[src/rtl/fetch_pkg.sv]
// Shared types and constants for the instruction-fetch front end.
package fetch_pkg;

   localparam int PC_STEP = 4;

   typedef enum logic {
      RUN    = 1'b0,
      HALTED = 1'b1
   } fetch_state_t;

   // Entry layout at the default 32-bit widths; fetch_queue builds the same
   // layout from its own ADDR_W/DATA_W parameters.
   typedef struct packed {
      logic [31:0] instr;
      logic [31:0] pc;
   } fetch_entry_t;

endpackage

[src/rtl/circ_queue.sv]
// DEPTH-entry circular buffer with head/tail/count and a one-cycle flush.
module circ_queue #(
   parameter int  DEPTH   = 4,
   parameter type entry_t = logic [63:0]
) (
   input  logic                   clk,
   input  logic                   rst,
   input  logic                   push,
   input  logic                   pop,
   input  logic                   flush,
   input  entry_t                 wdata,
   output entry_t                 rdata,
   output logic [$clog2(DEPTH):0] count,
   output logic                   full,
   output logic                   empty
);

   localparam int PTR_W = $clog2(DEPTH);

   entry_t           mem [DEPTH];
   logic [PTR_W-1:0] head;
   logic [PTR_W-1:0] tail;

   // Flush wins over push/pop; pointers wrap naturally since DEPTH is 2^n.
   always_ff @(posedge clk) begin
      if (rst || flush) begin
         head  <= '0;
         tail  <= '0;
         count <= '0;
      end else begin
         if (push) tail <= tail + 1'b1;
         if (pop)  head <= head + 1'b1;
         case ({push, pop})
            2'b10:   count <= count + 1'b1;
            2'b01:   count <= count - 1'b1;
            default: count <= count;
         endcase
      end
   end

   always_ff @(posedge clk) begin
      if (push && !flush && !rst) mem[tail] <= wdata;
   end

   assign rdata = mem[head];
   assign full  = (count == (PTR_W + 1)'(DEPTH));
   assign empty = (count == '0);

endmodule

[src/rtl/fetch_queue.sv]
// Fetch front end: owns the fetch PC, issues I-side reads, buffers results
// with their PCs for decode, and handles redirect flush and sticky halt.
module fetch_queue
   import fetch_pkg::*;
#(
   parameter int              ADDR_W  = 32,
   parameter int              DATA_W  = 32,
   parameter int              DEPTH   = 4,
   parameter logic [ADDR_W-1:0] PC_INIT = '0
) (
   input  logic                   CLK,
   input  logic                   RST,
   output logic                   imemREN,
   output logic [ADDR_W-1:0]      imemaddr,
   input  logic                   ihit,
   input  logic [DATA_W-1:0]      imemload,
   input  logic                   redirect,
   input  logic [ADDR_W-1:0]      redirect_pc,
   input  logic                   halt,
   input  logic                   deq,
   output logic                   valid,
   output logic [DATA_W-1:0]      instr,
   output logic [ADDR_W-1:0]      instr_pc,
   output logic [ADDR_W-1:0]      npc,
   output logic [$clog2(DEPTH):0] count,
   output logic                   full,
   output fetch_state_t           fsm_state
);

   typedef struct packed {
      logic [DATA_W-1:0] instr;
      logic [ADDR_W-1:0] pc;
   } entry_t;

   fetch_state_t      state_q, state_d;
   logic [ADDR_W-1:0] fetch_pc;
   logic              redir, push, pop, empty;
   entry_t            wdata, rdata;

   // Handshake: a word is accepted on any cycle where imemREN and ihit are
   // both high; imemaddr stays on fetch_pc until that cycle.
   assign imemREN  = (state_q == RUN) && !full && !RST;
   assign imemaddr = fetch_pc;
   assign redir    = redirect && (state_q == RUN);
   assign push     = imemREN && ihit && !redirect;
   assign pop      = deq && valid && !redir;
   assign wdata    = '{instr: imemload, pc: fetch_pc};

   always_ff @(posedge CLK) begin
      if (RST) begin
         state_q  <= RUN;
         fetch_pc <= PC_INIT;
      end else begin
         state_q <= state_d;
         if (redir)     fetch_pc <= {redirect_pc[ADDR_W-1:2], 2'b00};
         else if (push) fetch_pc <= fetch_pc + ADDR_W'(PC_STEP);
      end
   end

   always_comb begin
      state_d = state_q;
      case (state_q)
         RUN:     if (halt) state_d = HALTED;
         HALTED:  state_d = HALTED;
         default: state_d = RUN;
      endcase
   end

   circ_queue #(
      .DEPTH   (DEPTH),
      .entry_t (entry_t)
   ) u_queue (
      .clk   (CLK),
      .rst   (RST),
      .push  (push),
      .pop   (pop),
      .flush (redir),
      .wdata (wdata),
      .rdata (rdata),
      .count (count),
      .full  (full),
      .empty (empty)
   );

   assign valid     = !empty;
   assign instr     = rdata.instr;
   assign instr_pc  = rdata.pc;
   assign npc       = rdata.pc + ADDR_W'(PC_STEP);
   assign fsm_state = state_q;

endmodule

[config.mk]
export PLATFORM = sky130hd
export DESIGN_NAME = fetch_queue
export DESIGN_NICKNAME = d
export VERILOG_FILES = /design/src/rtl/fetch_pkg.sv /design/src/rtl/circ_queue.sv /design/src/rtl/fetch_queue.sv
export SDC_FILE = /design/constraint.sdc
export NUM_CORES = 1
export LEC_CHECK = 0
export BUFFER_PORTS_ARGS = -buffer_cell sky130_fd_sc_hd__buf_2
export CORE_UTILIZATION = 51
export CTS_CLUSTER_DIAMETER = 100
export CTS_CLUSTER_SIZE = 24
export DETAILED_ROUTE_END_ITERATION = 6
export PLACE_DENSITY = 0.77
export RECOVER_POWER = 50
export SLEW_MARGIN = 25
export SYNTH_ARGS = -nofsm -noshare
export SYNTH_HDL_FRONTEND = slang
export SYNTH_SLANG_ARGS = --single-unit
[constraint.sdc]
create_clock -name CLK -period 3.1 [get_ports CLK]
set_input_delay 0.31 -clock CLK [delete_from_list [all_inputs] [get_ports CLK]]
set_output_delay 0.31 -clock CLK [all_outputs]
set_load 0.03 [all_outputs]
After elaboration in Yosys (flattened, before gate mapping)
Memories as Yosys holds them, arrays and structs flattened. A register that Yosys moved wholly into a read port is not among the register bits.
Cells that the tools add are included.

word-level totals
  flip-flop bits (word level) = 40
  RAM bits = 256
  output and inout bits = 135
  logic and storage cells = 45
  memories = 1

cells by class
  add/sub/neg operators = 6
  equal/unequal tests = 3
  multiplexer cells = 9
  bitwise operators = 1
  reduce and logical (&&, ||, !) cells = 19

memory list
  name         depth  bits a word  read ports  clocked after memory_dff  write ports  line              text
  u_queue.mem  4      64           1           1                         1            circ_queue.sv:20  entry_t mem [DEPTH];

operators by type and width
  operator               number
  $add 32x3->32 const B  2
  $mux 32                2
  $logic_and 1x1->1      9
  $pmux 3 s2             1
  $logic_not 1->1        5
  $add 2x1->2 const B    2
  $mux 2                 2
  $reduce_bool 2->1      2
  $add 3x1->3 const B    1
  $eq 3x3->1 const B     1
  $logic_not 3->1        1
  $mux 1                 3
  $sub 3x1->3 const B    1
  $eq 2x1->1 const B     1
  $eq 2x2->1 const B     1
  $pmux 1 s2             1
  $reduce_or 2->1        1
  $logic_or 1x1->1       1
  $not 1->1              1

Longest topological paths before layout
Gate-level depths: netlist of run 1.

  depth in word-level cells = 10
  mapped depth = 12

Hierarchy
From an unflattened synthesis of run 1, not the netlist that was laid out.

second synthesis, totals
  cell total of the unflattened synthesis = 684
  area total of the unflattened synthesis = 12,040.3 sq um

by module, submodules not included
  module       times used  cells an instance  area an instance (sq um)
  circ_queue   1           383                9,754.4
  fetch_queue  1           301                2,285.9

Worst setup path before layout of run 1
OpenSTA, ideal clock, no wires.

  path kind = flip-flop to flip-flop
  from = reg u_queue.count[0]
  to = mem u_queue.mem[1][10] (netlist bit), enable pin
  setup time = 0.426 ns
  arrival time = 2.926 ns
  slack = -0.252 ns
  cell stages (with the launch flop) = 6
  path buffers = 2
  period minus slack after synthesis = 3.352 ns
  cell sequence = dfxtp_1 or3b_2 and3_1 clkbuf_1 clkbuf_1 and2_1

on the way
  longest elaborated chain between the ends = 10

RTL lines
  what                             line               text
  start: declaration               circ_queue.sv:13   output logic [$clog2(DEPTH):0] count,
  start signal: assignment         circ_queue.sv:34   2'b10: count <= count + 1'b1;
  start signal: assignment         circ_queue.sv:35   2'b01: count <= count - 1'b1;
  start signal: assignment         circ_queue.sv:36   default: count <= count;
  $eq 3x3->1                       circ_queue.sv:46   assign full = (count == (PTR_W + 1)'(DEPTH));
  $logic_not 1->1                  fetch_queue.sv:42  assign imemREN = (state_q == RUN) && !full && !RST;
  $logic_and 1x1->1 (2 in series)  fetch_queue.sv:42
  $logic_and 1x1->1 (2 in series)  fetch_queue.sv:45  assign push = imemREN && ihit && !redirect;
  $logic_and 1x1->1 (2 in series)  circ_queue.sv:42   if (push && !flush && !rst) mem[tail] <= wdata;
  $mux 1                           circ_queue.sv:42
  $mux 1 (implied by the code)     circ_queue.sv:42
  end: declaration                 circ_queue.sv:20

No other way between the ends.

==> results of run 1 <==
[critical path, cell delays in order, from the launching register on]
cell and delay (ns):
sky130_fd_sc_hd__dfxtp_4 0.44, sky130_fd_sc_hd__buf_6 0.16, sky130_fd_sc_hd__mux4_2 0.56, sky130_fd_sc_hd__nand4_1 0.11, sky130_fd_sc_hd__buf_4 0.15, sky130_fd_sc_hd__nor4_4 0.04, sky130_fd_sc_hd__buf_4 0.17, sky130_fd_sc_hd__and2b_2 0.20
sky130_fd_sc_hd__xnor2_1 0.17, sky130_fd_sc_hd__buf_4 0.19
[cell type report]
| cell class | instances | area (sq um) |
|---|---|---|
| inverter | 12 | 45.0 |
| fill | 1741 | 9120 |
| sequential | 288 | 8260 |
| tap | 285 | 357 |
| multi-input combinational | 343 | 3330 |
| clock buffer | 20 | 394 |
| timing repair buffer | 226 | 1210 |
[worst paths after layout]
| kind | end | slack (ns) | cells after the start |
|---|---|---|---|
| setup / recovery | npc[19] | 0.10 | 9 |
| hold / removal | fsm_state | 0.03 | 3 |
| setup reg to reg | imemaddr[24] | 0.54 | 5 |
| hold reg to reg | u_queue.count[2] | 0.52 | 2 |
[through the flow]
stage / power, uW / setup slack [ns] / instances / hold slack [ns]
4_1_cts: 6890 / -0.0102 / 1158 / 0.0257
5_1_grt: 7070 / -0.00752 / 1174 / 0.0471
3_3_place_gp: 4920 / 0.363 / 1133 / 0.499
6_report: 6840 / 0.103 / 1174 / 0.0342
3_5_place_dp: 4930 / 0.336 / 1133 / 0.515
2_1_floorplan: 4740 / 0.279 / 680 / 0.409
[cell families after synthesis]
kind of cell	after synthesis	synth area share
flip-flops	288	0.697
AND/OR/NAND/NOR	170	0.0823
multiplexers	64	0.125
buffers and inverters	49	0.0231
XOR/XNOR	48	0.0355
AO/OA/AOI/OAI	47	0.0279
adder cells (fa/ha/maj)	8	0.00909
other	1	0.000317
[where the power goes]
group          internal, uW  switching [uW]  total, uW  leakage, uW
Combinational           156             335        492      0.00170
Clock                   896            1100       2000     0.000191
Sequential             4270            84.6       4350      0.00259
[layer usage]
layer / GRT usage / vias up / wire length, microns
met3: 0.0331 / 27 / 1430
met5: 0 / - / 0
met4: 0.0457 / 0 / 499
li1: - / 3080 / -
met1: 0.285 / 3365 / 10500
met2: 0.326 / 234 / 11500
[sequential cells by signal (all words and copies together), names as in the netlist, named ones only]
name / cells
u_queue.mem: 248
imemaddr: 30
u_queue.count: 3
u_queue.head: 2
u_queue.tail: 2
fsm_state: 1
[layout by cell type (no fill, tap or decap), types with 4 or more instances in the layout]
| cell type | count |
|---|---|
| sky130_fd_sc_hd__o211ai_1 | 4 |
| sky130_fd_sc_hd__buf_2 | 121 |
| sky130_fd_sc_hd__nor2_1 | 41 |
| sky130_fd_sc_hd__nand2_1 | 23 |
| sky130_fd_sc_hd__and4_1 | 9 |
| sky130_fd_sc_hd__o21ai_0 | 7 |
| sky130_fd_sc_hd__edfxtp_1 | 248 |
| sky130_fd_sc_hd__and2_4 | 4 |
| sky130_fd_sc_hd__clkbuf_1 | 75 |
| sky130_fd_sc_hd__clkbuf_16 | 17 |
| sky130_fd_sc_hd__a311oi_1 | 5 |
| sky130_fd_sc_hd__conb_1 | 6 |
| sky130_fd_sc_hd__nand3_1 | 20 |
| sky130_fd_sc_hd__mux4_2 | 60 |
| sky130_fd_sc_hd__inv_1 | 12 |
| sky130_fd_sc_hd__xnor2_1 | 27 |
| sky130_fd_sc_hd__ha_1 | 7 |
| sky130_fd_sc_hd__and3_1 | 13 |
| sky130_fd_sc_hd__a31oi_1 | 5 |
| sky130_fd_sc_hd__dfxtp_1 | 38 |
| sky130_fd_sc_hd__or3_1 | 11 |
| sky130_fd_sc_hd__a211oi_1 | 17 |
| sky130_fd_sc_hd__buf_4 | 27 |
| sky130_fd_sc_hd__xor2_1 | 21 |
| sky130_fd_sc_hd__nand4_1 | 16 |
[repair_timing]
action                     CTS  global route
setup endpoints to repair   19            21
setup buffers                5            14
gates cloned                 0             2
gates resized for setup     10            27
pin swaps                    3             5
==> out/metrics.yaml, run 1 <==
outcome: "complete, no violations"
final_max_slew_viol_count: 0
period_share: 0.967
post_route_cells_drive_above_1_share: 0.283
yosys_most_used_dff: "sky130_fd_sc_hd__edfxtp_1"
finalWirelength_mm: 23.9
ant_nets: 0
floorplan.initialDensity: 0.521
yosysTopAreaCell: "sky130_fd_sc_hd__edfxtp_1"
async_set_reset_flop_share_out_of_synthesis: 0
finish.instance_area_sq_mm: 0.0136
cellPowerDensity_mw_per_mm2: 503
post-route-drc-count: 0
cp.arrival_ns: 2.69
cts-root-buf: "sky130_fd_sc_hd__clkbuf_16"
numClockSinks: 288
syn_area_sq_mm: 0.0118
worstPathRequired_ns: 2.79
antenna_cells_inserted: 0
yosysSeqAreaShare: 0.697
die_width_microns: 154
grt_max_degree: 63
detail_route.iter0.violations: 503
layout.core_utilization: 0.599
h-tree-depth: 1
hold_viol: 0
synth.ff_latch_count: 288
clock_tree_from_tritoncts: "built"
skew_ns: 0.0163
design.die.area_sq_mm: 0.0238
vias: 6706
worstHoldPathType: "primary input to flop"
post_drt_via_cell_ratio: 5.71
fin_crit_ns: 3.00
drt_pass1_iterations: 4
worst_slew_margin_rel: 0.344
synth_enable_flop_cells: 248
grt_use_total: 0.200
synth.top_cell.area_share: 0.629
max-vdd-ir-drop_v: 0.000338
die-height_microns: 154
clock_latency_ns: 0.48
crit-reg2reg-launch: "fsm_state"
num_io_pins: 205
input_output_buffers: 196
synth.most_common_cell: "sky130_fd_sc_hd__edfxtp_1"
synth.area.top_cells: "sky130_fd_sc_hd__edfxtp_1 (63%), sky130_fd_sc_hd__mux4_2 (8.8%), sky130_fd_sc_hd__dfxtp_1 (6.8%), sky130_fd_sc_hd__mux4_1 (3.6%), sky130_fd_sc_hd__xnor2_1 (2.0%)"
setup_violation_total_in_the_final_timing_report: 0
total_cts_buffers: 15
cts.path.max_buffers: 3
critical_path.max_fanout: 7
grt_antenna_before_repair: 0
min_from: "halt"
placement_rows: 55
nNetsFinal: 964
synth_top_cells_by_count: "sky130_fd_sc_hd__edfxtp_1 (248), sky130_fd_sc_hd__mux4_2 (46), sky130_fd_sc_hd__nor2_1 (43)"
dpl.hpwl_mm: 15.2
slew_at_the_pin_closest_to_its_max_slew_limit_ns: 0.983
fin_tns_setup_ns: 0
average_wire_length_per_cell_after_detail_routing_microns: 20.4
synthToLayoutAreaGrowth_pct: 14.9
number_of_global_route_vias_before_repair: 6553
power_leakage_uw: 0.00448
grt-ovfl-total: 0
grt_first_pass_wirelength_mm: 36.6
critPathLaunchType: "flop"
synthesis.area_per_instance_sq_um: 17.5
worst_setup_end_kind: "output port"
clk_slew_on_worst_s_h_paths_ns: 0.10
max_cap_viol_count: 0
hold_buffers: 0
yosys_warnings: 0
placed_area_sq_mm: 0.0131
design.core.area_sq_mm: 0.0227
gp_routability_congestion: 0.854
synth_cell_types: 49
synthesis.instances: 675
max_freq_mhz: 334
critical_path_class: "flop to output port"
Power figures use the tool's default switching activity.
==> inputs of run 2 (changes only) <==
--- a/config.mk
+++ b/config.mk
@@ -6,11 +6,12 @@
 export NUM_CORES = 1
 export LEC_CHECK = 0
 export BUFFER_PORTS_ARGS = -buffer_cell sky130_fd_sc_hd__buf_2
+export CORE_ASPECT_RATIO = 0.9
 export CORE_UTILIZATION = 51
 export CTS_CLUSTER_DIAMETER = 100
 export CTS_CLUSTER_SIZE = 24
 export DETAILED_ROUTE_END_ITERATION = 6
-export PLACE_DENSITY = 0.77
+export PLACE_DENSITY = 0.82
 export RECOVER_POWER = 50
 export SLEW_MARGIN = 25
 export SYNTH_ARGS = -nofsm -noshare
==> run 2 against run 1 <==
Wire length increased by 9.1%; critical path depth decreased by 2; clock skew increased by 0.0024 ns; clock-buffer cell count increased by 5; cell area increased by 1.7%; hold slack got worse by 0.0046 ns; first-iteration DRC count increased by 13%; total power increased by 0.92%; largest power group unchanged; core utilization increased by 1.2 points; final cell count increased by 3.0%; via count increased by 4.4%; critical endpoint is now npc[12]; register-to-register slack got worse by 0.27 ns.
==> out/metrics.yaml, run 2 (synthesized netlist as in run 1, its figures left out) <==
outcome: "complete, no violations"
worstPathCellList: "mux4_1 > ha_1 > nand3_2 > nor2_1 > and3_1 > xor2_1 > buf_2"
unrepaired_setup_endpoints_after_global_routing: "true"
post_route_cells_drive_above_1_share: 0.297
die_width_microns: 163
clk_slew_on_worst_s_h_paths_ns: 0.09
floorplan.initialDensity: 0.523
setup_violation_total_in_the_final_timing_report: 0
slew_at_the_pin_closest_to_its_max_slew_limit_ns: 0.988
grt-ovfl-total: 0
critPathLaunchType: "flop"
hold_viol: 0
grt_max_degree: 54
final_standard_cell_count_with_taps_included_and_fillers_excluded: 1209
final_common_cell: "sky130_fd_sc_hd__edfxtp_1"
numClockSinks: 288
cts-root-buf: "sky130_fd_sc_hd__clkbuf_16"
max-vdd-ir-drop_v: 0.000400
detail_route.iter0.violations: 568
cts.path.max_buffers: 3
max_freq_mhz: 328
number_of_global_route_vias_before_repair: 6772
num_io_pins: 205
post_drt_via_cell_ratio: 5.79
top_register: "u_queue.mem"
critical_path_class: "flop to output port"
placement_rows: 52
total_cts_buffers: 15
grt_first_pass_wirelength_mm: 39.5
post-route-drc-count: 0
clock_tree_from_tritoncts: "built"
worstHoldPathType: "primary input to flop"
nNetsFinal: 982
antenna_cells_inserted: 0
cp.arrival_ns: 2.74
h-tree-depth: 1
gp_routability_congestion: 0.810
critical_path.max_fanout: 7
drt_pass1_iterations: 5
design.core.area_sq_mm: 0.0226
fin_crit_ns: 3.05
skew_ns: 0.0187
slowest_stage: "sky130_fd_sc_hd__mux4_1"
worst_slew_margin_rel: 0.341
die-height_microns: 147
design.die.area_sq_mm: 0.0238
critical-path-max-stage-delay_ns: 0.67
ant_nets: 0
period_share: 0.985
layout.cells.most_common_list: "sky130_fd_sc_hd__edfxtp_1 (248), sky130_fd_sc_hd__buf_2 (124), sky130_fd_sc_hd__clkbuf_1 (78), sky130_fd_sc_hd__mux4_2 (57), sky130_fd_sc_hd__nor2_1 (42)"
worstPathRequired_ns: 2.79
largest_reg_flops: 248
worst_setup_end_kind: "output port"
dp_cells: 1158
vias: 6999
average_wire_length_per_cell_after_detail_routing_microns: 21.6
grt_antenna_before_repair: 0
cellPowerDensity_mw_per_mm2: 499
final_max_slew_viol_count: 0
synthToLayoutAreaGrowth_pct: 16.9
finalWirelength_mm: 26.1
grt_use_total: 0.221
fin_tns_setup_ns: 0
power_leakage_uw: 0.00463
input_output_buffers: 196
max_cap_viol_count: 0
clock_latency_ns: 0.49
dpl.hpwl_mm: 17.5
## run 2: cell count changes in the layout (fill, tap and decap cells not counted), moves of 3 or more
cell / change
sky130_fd_sc_hd__clkbuf_1: +3
sky130_fd_sc_hd__buf_6: +3
sky130_fd_sc_hd__mux4_1: +3
sky130_fd_sc_hd__buf_4: +12
sky130_fd_sc_hd__mux4_2: -3
sky130_fd_sc_hd__buf_12: +3
sky130_fd_sc_hd__buf_2: +3
## run 2: area by class of cell
type                    instances  area (sq um)
flip-flops and latches        288          8260
inverters                      12          45.0
clock buffers                  25           413
fillers                      1654          8810
repair buffers                244          1390
well taps                     297           372
multi-input cells             343          3360
## run 2: metal layers
layer | track usage | vias up | routed length [microns]
li1 | - | 3120 | -
met4 | 0.0505 | 0 | 432
met1 | 0.322 | 3528 | 11100
met3 | 0.0290 | 33 | 1810
met2 | 0.357 | 318 | 12800
met5 | 0 | - | 0
## run 2: worst paths after layout
check	from	end	slack [ns]	cells after the start
max	flop	npc[12]	0.05	7
min reg2reg	u_queue.count[2]	u_queue.count[2]	0.52	2
min	redirect_pc[24]	imemaddr[24]	0.03	3
max reg2reg	u_queue.count[0]	u_queue.mem[0][54]	0.27	5
## run 2: per-stage QoR
stage	power (uW)	hold slack (ns)	setup slack, ns	util	instance area (sq um)
after CTS	6960	0.0107	0.00128	0.609	13800
after global routing	7120	0.0244	-0.0211	0.611	13800
after global placement	4930	0.492	0.269	0.584	13200
after detailed placement	4950	0.498	0.277	0.584	13200
final	6900	0.0296	0.0478	0.611	13800
after floorplan	4740	0.409	0.279	-	11900
## run 2: critical path: cells and delay by family (launching register included)
family                     cells  cell delay, ns
adders and majority gates      1            0.26
and+or+nand+nor                3            0.50
DFF                            1            0.43
xor gates and xnor gates       1            0.17
muxes                          1            0.67
buffers and inverters          1            0.23
## run 2: where the power goes
group | total, uW | leakage (uW) | internal [uW] | switching (uW)
sequential | 4360 | 0.00259 | 4270 | 95.7
clock | 2040 | 0.000197 | 921 | 1120
combinational | 502 | 0.00184 | 162 | 339
## run 2: timing repair
item                                    4_1_cts  5_1_grt
gates cloned                                  1        0
resized for setup                            27        9
endpoints found under the hold margin         0        0
setup buffers                                12       13
pin swaps                                     7        8
hold buffers                                  0        0
endpoints found under the setup margin       22       14
